$ cat src/rtl/input_debouncer.sv
// Two-flop synchronizer plus stable-count debounce FSM with registered level and edge pulses.
// Optional rising-edge event counter (clr_cnt/evt_cnt ports) is built when DEBOUNCE_EVT_CNT_EN is defined.
module input_debouncer #(
  parameter int SYNC_STAGES     = 2,
  parameter int DEBOUNCE_CYCLES = 16,
  parameter int CNT_W           = 8
) (
  input  logic             clk,
  input  logic             rst,
  input  logic             din_raw,
`ifdef DEBOUNCE_EVT_CNT_EN
  input  logic             clr_cnt,
  output logic [CNT_W-1:0] evt_cnt,
`endif
  output logic             dout,
  output logic             rise_pulse,
  output logic             fall_pulse
);

  localparam int CW = $clog2(DEBOUNCE_CYCLES + 1);
  localparam logic [CW-1:0] TermCnt = CW'(DEBOUNCE_CYCLES - 1);
  localparam logic [CW-1:0] OneCnt  = CW'(1);

  typedef enum logic [1:0] {
    S_LOW    = 2'd0,
    S_CHK_HI = 2'd1,
    S_HIGH   = 2'd2,
    S_CHK_LO = 2'd3
  } state_t;

  logic [SYNC_STAGES-1:0] r_sync;
  logic                   w_syncIn;

  state_t        r_state;
  state_t        w_nxtState;
  logic [CW-1:0] r_cnt;
  logic [CW-1:0] w_nxtCnt;
  logic          r_dout;
  logic          w_nxtDout;
  logic          r_rise;
  logic          w_nxtRise;
  logic          r_fall;
  logic          w_nxtFall;

  // Bit 0 takes the raw pin; the oldest stage is the only one the FSM ever looks at.
  always_ff @(posedge clk or negedge rst) begin
    if (!rst) begin
      r_sync <= '0;
    end else begin
      r_sync <= {r_sync[SYNC_STAGES-2:0], din_raw};
    end
  end

  assign w_syncIn = r_sync[SYNC_STAGES-1];

  always_ff @(posedge clk or negedge rst) begin
    if (!rst) begin
      r_state <= S_LOW;
      r_cnt   <= '0;
      r_dout  <= 1'b0;
      r_rise  <= 1'b0;
      r_fall  <= 1'b0;
    end else begin
      r_state <= w_nxtState;
      r_cnt   <= w_nxtCnt;
      r_dout  <= w_nxtDout;
      r_rise  <= w_nxtRise;
      r_fall  <= w_nxtFall;
    end
  end

  // Entering a check state counts the first opposite sample as 1; any reversal drops back to the stable state.
  always_comb begin
    w_nxtState = r_state;
    w_nxtCnt   = r_cnt;
    w_nxtDout  = r_dout;
    w_nxtRise  = 1'b0;
    w_nxtFall  = 1'b0;
    case (r_state)
      S_LOW: begin
        if (w_syncIn) begin
          w_nxtState = S_CHK_HI;
          w_nxtCnt   = OneCnt;
        end
      end
      S_CHK_HI: begin
        if (!w_syncIn) begin
          w_nxtState = S_LOW;
          w_nxtCnt   = '0;
        end else if (r_cnt == TermCnt) begin
          w_nxtState = S_HIGH;
          w_nxtCnt   = '0;
          w_nxtDout  = 1'b1;
          w_nxtRise  = 1'b1;
        end else begin
          w_nxtCnt = r_cnt + OneCnt;
        end
      end
      S_HIGH: begin
        if (!w_syncIn) begin
          w_nxtState = S_CHK_LO;
          w_nxtCnt   = OneCnt;
        end
      end
      S_CHK_LO: begin
        if (w_syncIn) begin
          w_nxtState = S_HIGH;
          w_nxtCnt   = '0;
        end else if (r_cnt == TermCnt) begin
          w_nxtState = S_LOW;
          w_nxtCnt   = '0;
          w_nxtDout  = 1'b0;
          w_nxtFall  = 1'b1;
        end else begin
          w_nxtCnt = r_cnt + OneCnt;
        end
      end
      default: begin
        w_nxtState = S_LOW;
        w_nxtCnt   = '0;
        w_nxtDout  = 1'b0;
      end
    endcase
  end

  assign dout       = r_dout;
  assign rise_pulse = r_rise;
  assign fall_pulse = r_fall;

`ifdef DEBOUNCE_EVT_CNT_EN
  logic [CNT_W-1:0] r_evtCnt;

  // Counts on the same edge that raises rise_pulse so evt_cnt moves together with dout; clear has priority.
  always_ff @(posedge clk or negedge rst) begin
    if (!rst) begin
      r_evtCnt <= '0;
    end else if (clr_cnt) begin
      r_evtCnt <= '0;
    end else if (w_nxtRise && (r_evtCnt != {CNT_W{1'b1}})) begin
      r_evtCnt <= r_evtCnt + {{(CNT_W-1){1'b0}}, 1'b1};
    end
  end

  assign evt_cnt = r_evtCnt;
`endif

endmodule

$ cat config.mk
export PLATFORM = sky130hd
export DESIGN_NAME = input_debouncer
export DESIGN_NICKNAME = d
export VERILOG_FILES = /design/src/rtl/input_debouncer.sv
export SDC_FILE = /design/constraint.sdc
export NUM_CORES = 1
export LEC_CHECK = 0
export ABC_AREA = 1
export BUFFER_PORTS_ARGS = -buffer_cell sky130_fd_sc_hd__buf_2
export CAP_MARGIN = 20
export CELL_PAD_IN_SITES_DETAIL_PLACEMENT = 0
export CELL_PAD_IN_SITES_GLOBAL_PLACEMENT = 1
export CORE_UTILIZATION = 40
export DETAILED_ROUTE_END_ITERATION = 10
export PLACE_DENSITY = 0.79
export SYNTH_ARGS = -nofsm -noshare
export SYNTH_HDL_FRONTEND = slang
export SYNTH_SLANG_ARGS = --single-unit
$ cat constraint.sdc
create_clock -name clk -period 1.2 [get_ports clk]
set_input_delay 0.18 -clock clk [delete_from_list [all_inputs] [get_ports clk]]
set_output_delay 0.18 -clock clk [all_outputs]
set_load 0.01 [all_outputs]
==> results of run 1 <==
-- through the flow --
step	power (W)	setup slack [ps]	area, um^2	TNS (ps)	hold slack, ps
final	0.00140	18.5	699	0	8.93
after global routing	0.00151	-33.5	699	-39.8	-0.555
after CTS	0.00135	11.3	662	0	3.70
after detailed placement	0.00103	12.5	611	0	66.7
after global placement	0.00102	57.1	611	0	69.9
after floorplan	0.000914	96.2	559	0	-116
-- routing by layer --
metal	vias to the layer above	global-route usage [%]	part of all wire [%]
met5	-	0	0
met1	207	19.0	43
met4	0	12.9	2.2
li1	222	-	-
met2	10	25.8	52
met3	4	1.70	2.9
-- cells in the mapped netlist, drive strengths merged --
cell | instances | area share [%]
a21oi | 4 | 4.3
nand3 | 5 | 5.4
nor2 | 7 | 6.5
nand4 | 1 | 1.1
o21ai | 3 | 2.7
dfrtp | 12 | 54
inv | 8 | 5.4
xnor2 | 1 | 1.6
ha | 1 | 2.2
nor3 | 1 | 0.89
nand2 | 19 | 16
-- cell families (layout without fill, tap and decap cells) --
group | after synthesis | count (layout) | synth area share, %
DFF | 12 | 12 | 53.7
AOI/OAI and AO/OA | 7 | 7 | 6.93
buffers and inverters | 8 | 21 | 5.37
xor gates and xnor gates | 1 | 1 | 1.57
and+or+nand+nor | 33 | 33 | 30.2
adders and majority gates | 1 | 1 | 2.24
-- worst paths after layout --
kind | from | to | depth (start not counted)
worst max-delay path | r_cnt[1] | register | 5
worst min-delay path | din_raw | r_sync[0] | 1
worst max register to register | r_cnt[1] | register | 5
worst min register to register | r_sync[0] | r_sync[1] | 0
max in group asynchronous | rst | r_cnt[2] | 2
min in group asynchronous | rst | asynchronous set/reset pin | 2
-- where the power goes --
group	switching (W)	internal, W
clock	0.000135	0.000184
sequential	0.000111	0.000480
combinational	0.000300	0.000192
-- timing repair --
action,4_1_cts,5_1_grt
endpoints found under the setup margin,1,7
pin swaps,0,5
setup buffers,0,2
resized for setup,1,4
hold buffers,1,0
endpoints found under the hold margin,12,0
-- state kept, by name, indices dropped and copies added, names as in the netlist, named ones only --
signal      cells
r_cnt           5
r_sync          2
dout            1
fall_pulse      1
r_state         1
rise_pulse      1
-- cell type report --
class / count / area [um^2]
fill: 127 / 602
sequential: 12 / 300
timing repair buffer: 9 / 57.6
multi-input combinational: 42 / 256
tap: 15 / 18.8
inverter: 8 / 30.0
clock buffer: 4 / 36.3
==> reports/qor.yml, run 1 <==
detailed_routing:
  antenna_left: 0
  first_pass_iters: 4
  routedWlPerCell_um: 12.8
  vias: 443
  drt-initial-drc-count: 10
  drt_wl_total_um: 1160
  drc_errors: 0
  vias_per_cell: 4.92
synthesis:
  netlist_area_um2: 559
  synth_warnings: 0
  synth.distinct_cells: 19
  synth-seq-cells: 12
  synth_fp_nets: 66
  avgSynthCellArea_um2: 9.02
  synthCells: 62
  synth-seq-area-share_pct: 53.7
worst_setup_path:
  cp_slowest_stage_delay_ps: 420
  crit_top_cell: "nand2_1"
  crit_path_max_fanout: 4
  r2r_setup_slack_ps: 20
  cp.required_ps: 1420
  critPathKind: "reg -> reg"
  slowest_stage: "dfrtp_1"
  start_kind: "register"
  end_kind: "register"
  worstPathCellList: "ha_4 -> nand4_1 -> a21oi_2 -> nand2_1 -> nand2_1"
  crit_arrival_ps: 1400
  path_delay_family: "flip-flops"
  cp.buffers_inverters: 0
clocking:
  cts_root_buf: "clkbuf_4"
  numCtsBuffers: 3
  htree_levels: 1
  clk_latency_ps: 270
  cts.reportedPaths.clkPinSlew_ps: 80
  cts_tree: "done"
  cts_sinks: 12
  clockBufferDepth: 2
global_routing:
  grt.total_usage_pct: 16.0
  overflow: 0
  antenna_found_initial: 0
  grt_max_degree: 13
  grt_pass1_vias: 399
  grt_pass1_wl_um: 1590
floorplan:
  start_util_pct: 43.0
  core_mm2: 0.00130
  row_count: 13
  dieArea_mm2: 0.00155
  chipHeight_um: 39.4
  die_x_um: 39.4
  io-pin-count: 6
sta:
  rsz0062_at_grt: "true"
  tightest_slew_ps: 262
  drv_slew: 0
  slew_headroom_pct: 82.5
  hold_viol: 0
  clock_skew_ps: 1.91
  max_freq_mhz: 846
  fin_crit_sh_pct: 98.5
  period_needed_ps: 1180
  final-setup-viol-count: 0
cells_and_area:
  final_common_cell: "nand2_1"
  nets: 80
  syn_to_final_growth_pct: 25.1
  antennaDiodeCount: 0
  drive_above_1_share_pct: 36.0
  fin_util_pct: 53.8
  final_cell_mix: "nand2_1 (15), dfrtp_1 (12), nor2_1 (5), buf_2 (5)"
  final_cells: 90
placement:
  routabilityCongestion: 0.781
  dp.cells: 83
  dpl.hpwl_um: 744
  io_buffers: 5
power:
  vdd_drop_max_mv: 0.932
  leakagePower_nw: 0.357
  pwr_density_cell_mw_per_mm2: 2000
status:
  status: "finished, final reports clean"
run:
  maxCapViolCount: 0
hold_path:
  hold_class: "in -> reg"
Note: power is estimated with default switching activity, not from simulation.
==> run 2, diff against run 1 <==
Settings changed: BUFFER_PORTS_ARGS -buffer_cell sky130_fd_sc_hd__buf_2 to -buffer_cell sky130_fd_sc_hd__buf_4.
Clock period 1.2 ns to 1.1 ns, I/O delays scaled along.
==> run 2 against run 1 <==
  * The flow now finishes with violations (negative setup slack)
  * Final cell count is 2.2% higher
  * Wire length is 1.6% lower
  * Critical path depth is 1 higher
==> reports/qor.yml, run 2 (synthesis gave the netlist of run 1 again) <==
worst_setup_path:
  crit_path_max_fanout: 3  # -1
  crit_arrival_ps: 1310  # -90 ps
  crit_top_cell: "nand2_1"
  worstPathCellList: "ha_4 -> nand3_2 -> nor2_4 -> o21ai_0 -> nand2_1 -> nand2_1"
  path_delay_family: "flip-flops"
  r2r_cells: 6  # +1
  slowest_stage: "dfrtp_1"
  end_kind: "register"
  cp.depth: 6  # +1
  critPathKind: "reg -> reg"
  cp_slowest_stage_delay_ps: 410  # about the same
  start_kind: "register"
  cp.required_ps: 1260  # -160 ps
  cp.buffers_inverters: 0  # unchanged
sta:
  slew_headroom_pct: 86.2  # +3.7 points
  tightest_slew_ps: 205  # -57.4 ps
  final-setup-viol-count: 5  # +5
  fin_crit_sh_pct: 104  # +5.8 points
  hold_viol: 0  # unchanged
  rsz0062_at_grt: "true"
  period_needed_ps: 1150  # -34.9 ps
  worst_slack_ps: -46.5  # -65.1 ps
  drv_slew: 0  # unchanged
  clock_skew_ps: 0.656  # -1.26 ps
  max_freq_mhz: 872  # +3.0%
cells_and_area:
  final_area_um2: 727  # +3.9%
  antennaDiodeCount: 0  # unchanged
  fill_cells: 137  # +7.9%
  largest_reg_flops: 5  # unchanged
  final_common_cell: "nand2_1"
  reg_top3: "r_cnt x5, r_sync x2"
  top_register: "r_cnt"
  drive_above_1_share_pct: 39.0  # +3.0 points
  final_cell_mix: "nand2_1 (15), dfrtp_1 (11), buf_4 (10)"
  syn_to_final_growth_pct: 30.0
  nets: 83  # +3.8%
clocking:
  cts_tree: "done"
  clk_latency_ps: 270  # about the same
  htree_levels: 1  # unchanged
  cts_root_buf: "clkbuf_4"
  clockBufferDepth: 2  # unchanged
  numCtsBuffers: 3  # unchanged
  cts_sinks: 12  # unchanged
  cts.reportedPaths.clkPinSlew_ps: 70  # about the same
hold_path:
  hold_class: "in -> async"
global_routing:
  antenna_found_initial: 0  # unchanged
  grt_pass1_vias: 425  # +6.5%
  overflow: 0  # unchanged
  grt_pass1_wl_um: 1800  # +13%
  grt.total_usage_pct: 18.5  # +2.5 points
  grt_max_degree: 13  # unchanged
power:
  power_switching_w: 0.000592  # +8.5%
  seqPwrFrac_pct: 41.5  # -0.6 points
  vdd_drop_max_mv: 1.02  # +9.4%
  p_sw_share_pct: 39.4  # +0.48 points
  p_total_w: 0.00150  # +7.1%
  combinationalPowerShare_pct: 41.0  # +5.9 points
  p_clk_share_pct: 17.5  # -5.3 points
  internal_power_w: 0.000910  # +6.3%
  leakagePower_nw: 0.366  # +2.6%
  pwr_density_cell_mw_per_mm2: 2070  # +3.1%
detailed_routing:
  routedWlPerCell_um: 12.4  # -3.7%
  antenna_left: 0  # unchanged
  drc_errors: 0  # unchanged
  drt_wl_total_um: 1140  # -1.6%
  vias: 458  # +3.4%
  vias_per_cell: 4.98  # +1.1%
  drt-initial-drc-count: 5  # -5
  first_pass_iters: 2  # -2
placement:
  routabilityCongestion: 0.783  # +0.20%
  dpl.hpwl_um: 799  # +7.3%
  placedInstanceArea_um2: 658  # +7.8%
  io_buffers: 5  # unchanged
run:
  maxCapViolCount: 0  # unchanged
floorplan:
  start_util_pct: 43.0  # unchanged
  core_mm2: 0.00130  # unchanged
  die_x_um: 39.4  # unchanged
  chipHeight_um: 39.4  # unchanged
  dieArea_mm2: 0.00155  # unchanged
  io-pin-count: 6  # unchanged
  row_count: 13  # unchanged
status:
  failed_checks: "negative setup slack"
  status: "finished, violations left"
[run 2: changes by cell type in the layout (fill, tap and decap cells not counted)]
cell,previous run,this run
clkbuf_8,1,0
buf_2,5,0
dfrtp_1,12,11
nor3_2,1,0
dfrtp_2,0,1
nand3_1,3,2
nor2_2,0,1
buf_4,3,10
nand3_2,2,3
nor2_1,5,4
nor3_1,0,1
dlygate4sd3_1,1,2
[run 2: final timing paths]
path / start / endpoint / slack [ps]
setup / recovery: r_cnt[0] / register / -50
hold / removal: rst / fall_pulse / 270
setup reg to reg: r_cnt[0] / register / -50
hold reg to reg: r_sync[0] / r_sync[1] / 350
max in group asynchronous: rst / r_sync[1] / 670
min in group clk: r_sync[0] / r_sync[1] / 350
[run 2: final cells by class]
cell class	instances	area [um^2]	share of cell area, %
tap	15	18.8	2.58
timing repair buffer	12	95.1	13.1
multi-input combinational	42	259	35.6
sequential	12	302	41.5
clock buffer	3	22.5	3.10
inverter	8	30.0	4.13
[run 2: per-stage QoR]
stage / utilization [%] / setup TNS [ps] / hold slack [ps] / setup slack, ps / instances
2_1_floorplan: - / 0 / -131 / 16.5 / 62
3_3_place_gp: 50.6 / -15.1 / 9.95 / -11.8 / 86
3_5_place_dp: 50.6 / -66.4 / 14.3 / -45.4 / 86
4_1_cts: 55.2 / -39.0 / 266 / -28.5 / 92
5_1_grt: 55.9 / -560 / 285 / -113 / 92
6_report: 55.9 / -98.1 / 267 / -46.5 / 92
[run 2: worst reg2reg max path, cell delays in order, from the launching register on]
cell and delay [ps]:
dfrtp_1 410, ha_4 170, nand3_2 90, nor2_4 160, o21ai_0 90, nand2_1 60, nand2_1 60
[run 2: timing repair]
item                                    in CTS  in global routing
resized for setup                            1                  3
pin swaps                                    4                  3
endpoints found under the setup margin       6                  9
setup buffers                                1                  0
endpoints found under the hold margin       13                  0
hold buffers                                 2                  0
gates cloned                                 0                  0
[run 2: per-layer routing]
metal	share of wire (%)	up-vias	global-route usage [%]	wire length (um)
met1	45	217	22.9	510
met4	1.9	0	7.76	22
met2	50	9	30.0	568
met3	3.1	2	5.11	35
met5	0	-	0	0
li1	-	230	-	-
[run 2: power by group through the flow]
| stage | Combinational [W] | Sequential [W] | Clock [W] |
|---|---|---|---|
| finish | 0.000616 | 0.000623 | 0.000263 |
| global route | 0.000685 | 0.000633 | 0.000292 |
| CTS | 0.000598 | 0.000616 | 0.000273 |
| detailed placement | 0.000560 | 0.000613 | 0 |
| global placement | 0.000551 | 0.000607 | 0 |
| floorplan | 0.000390 | 0.000614 | 0 |
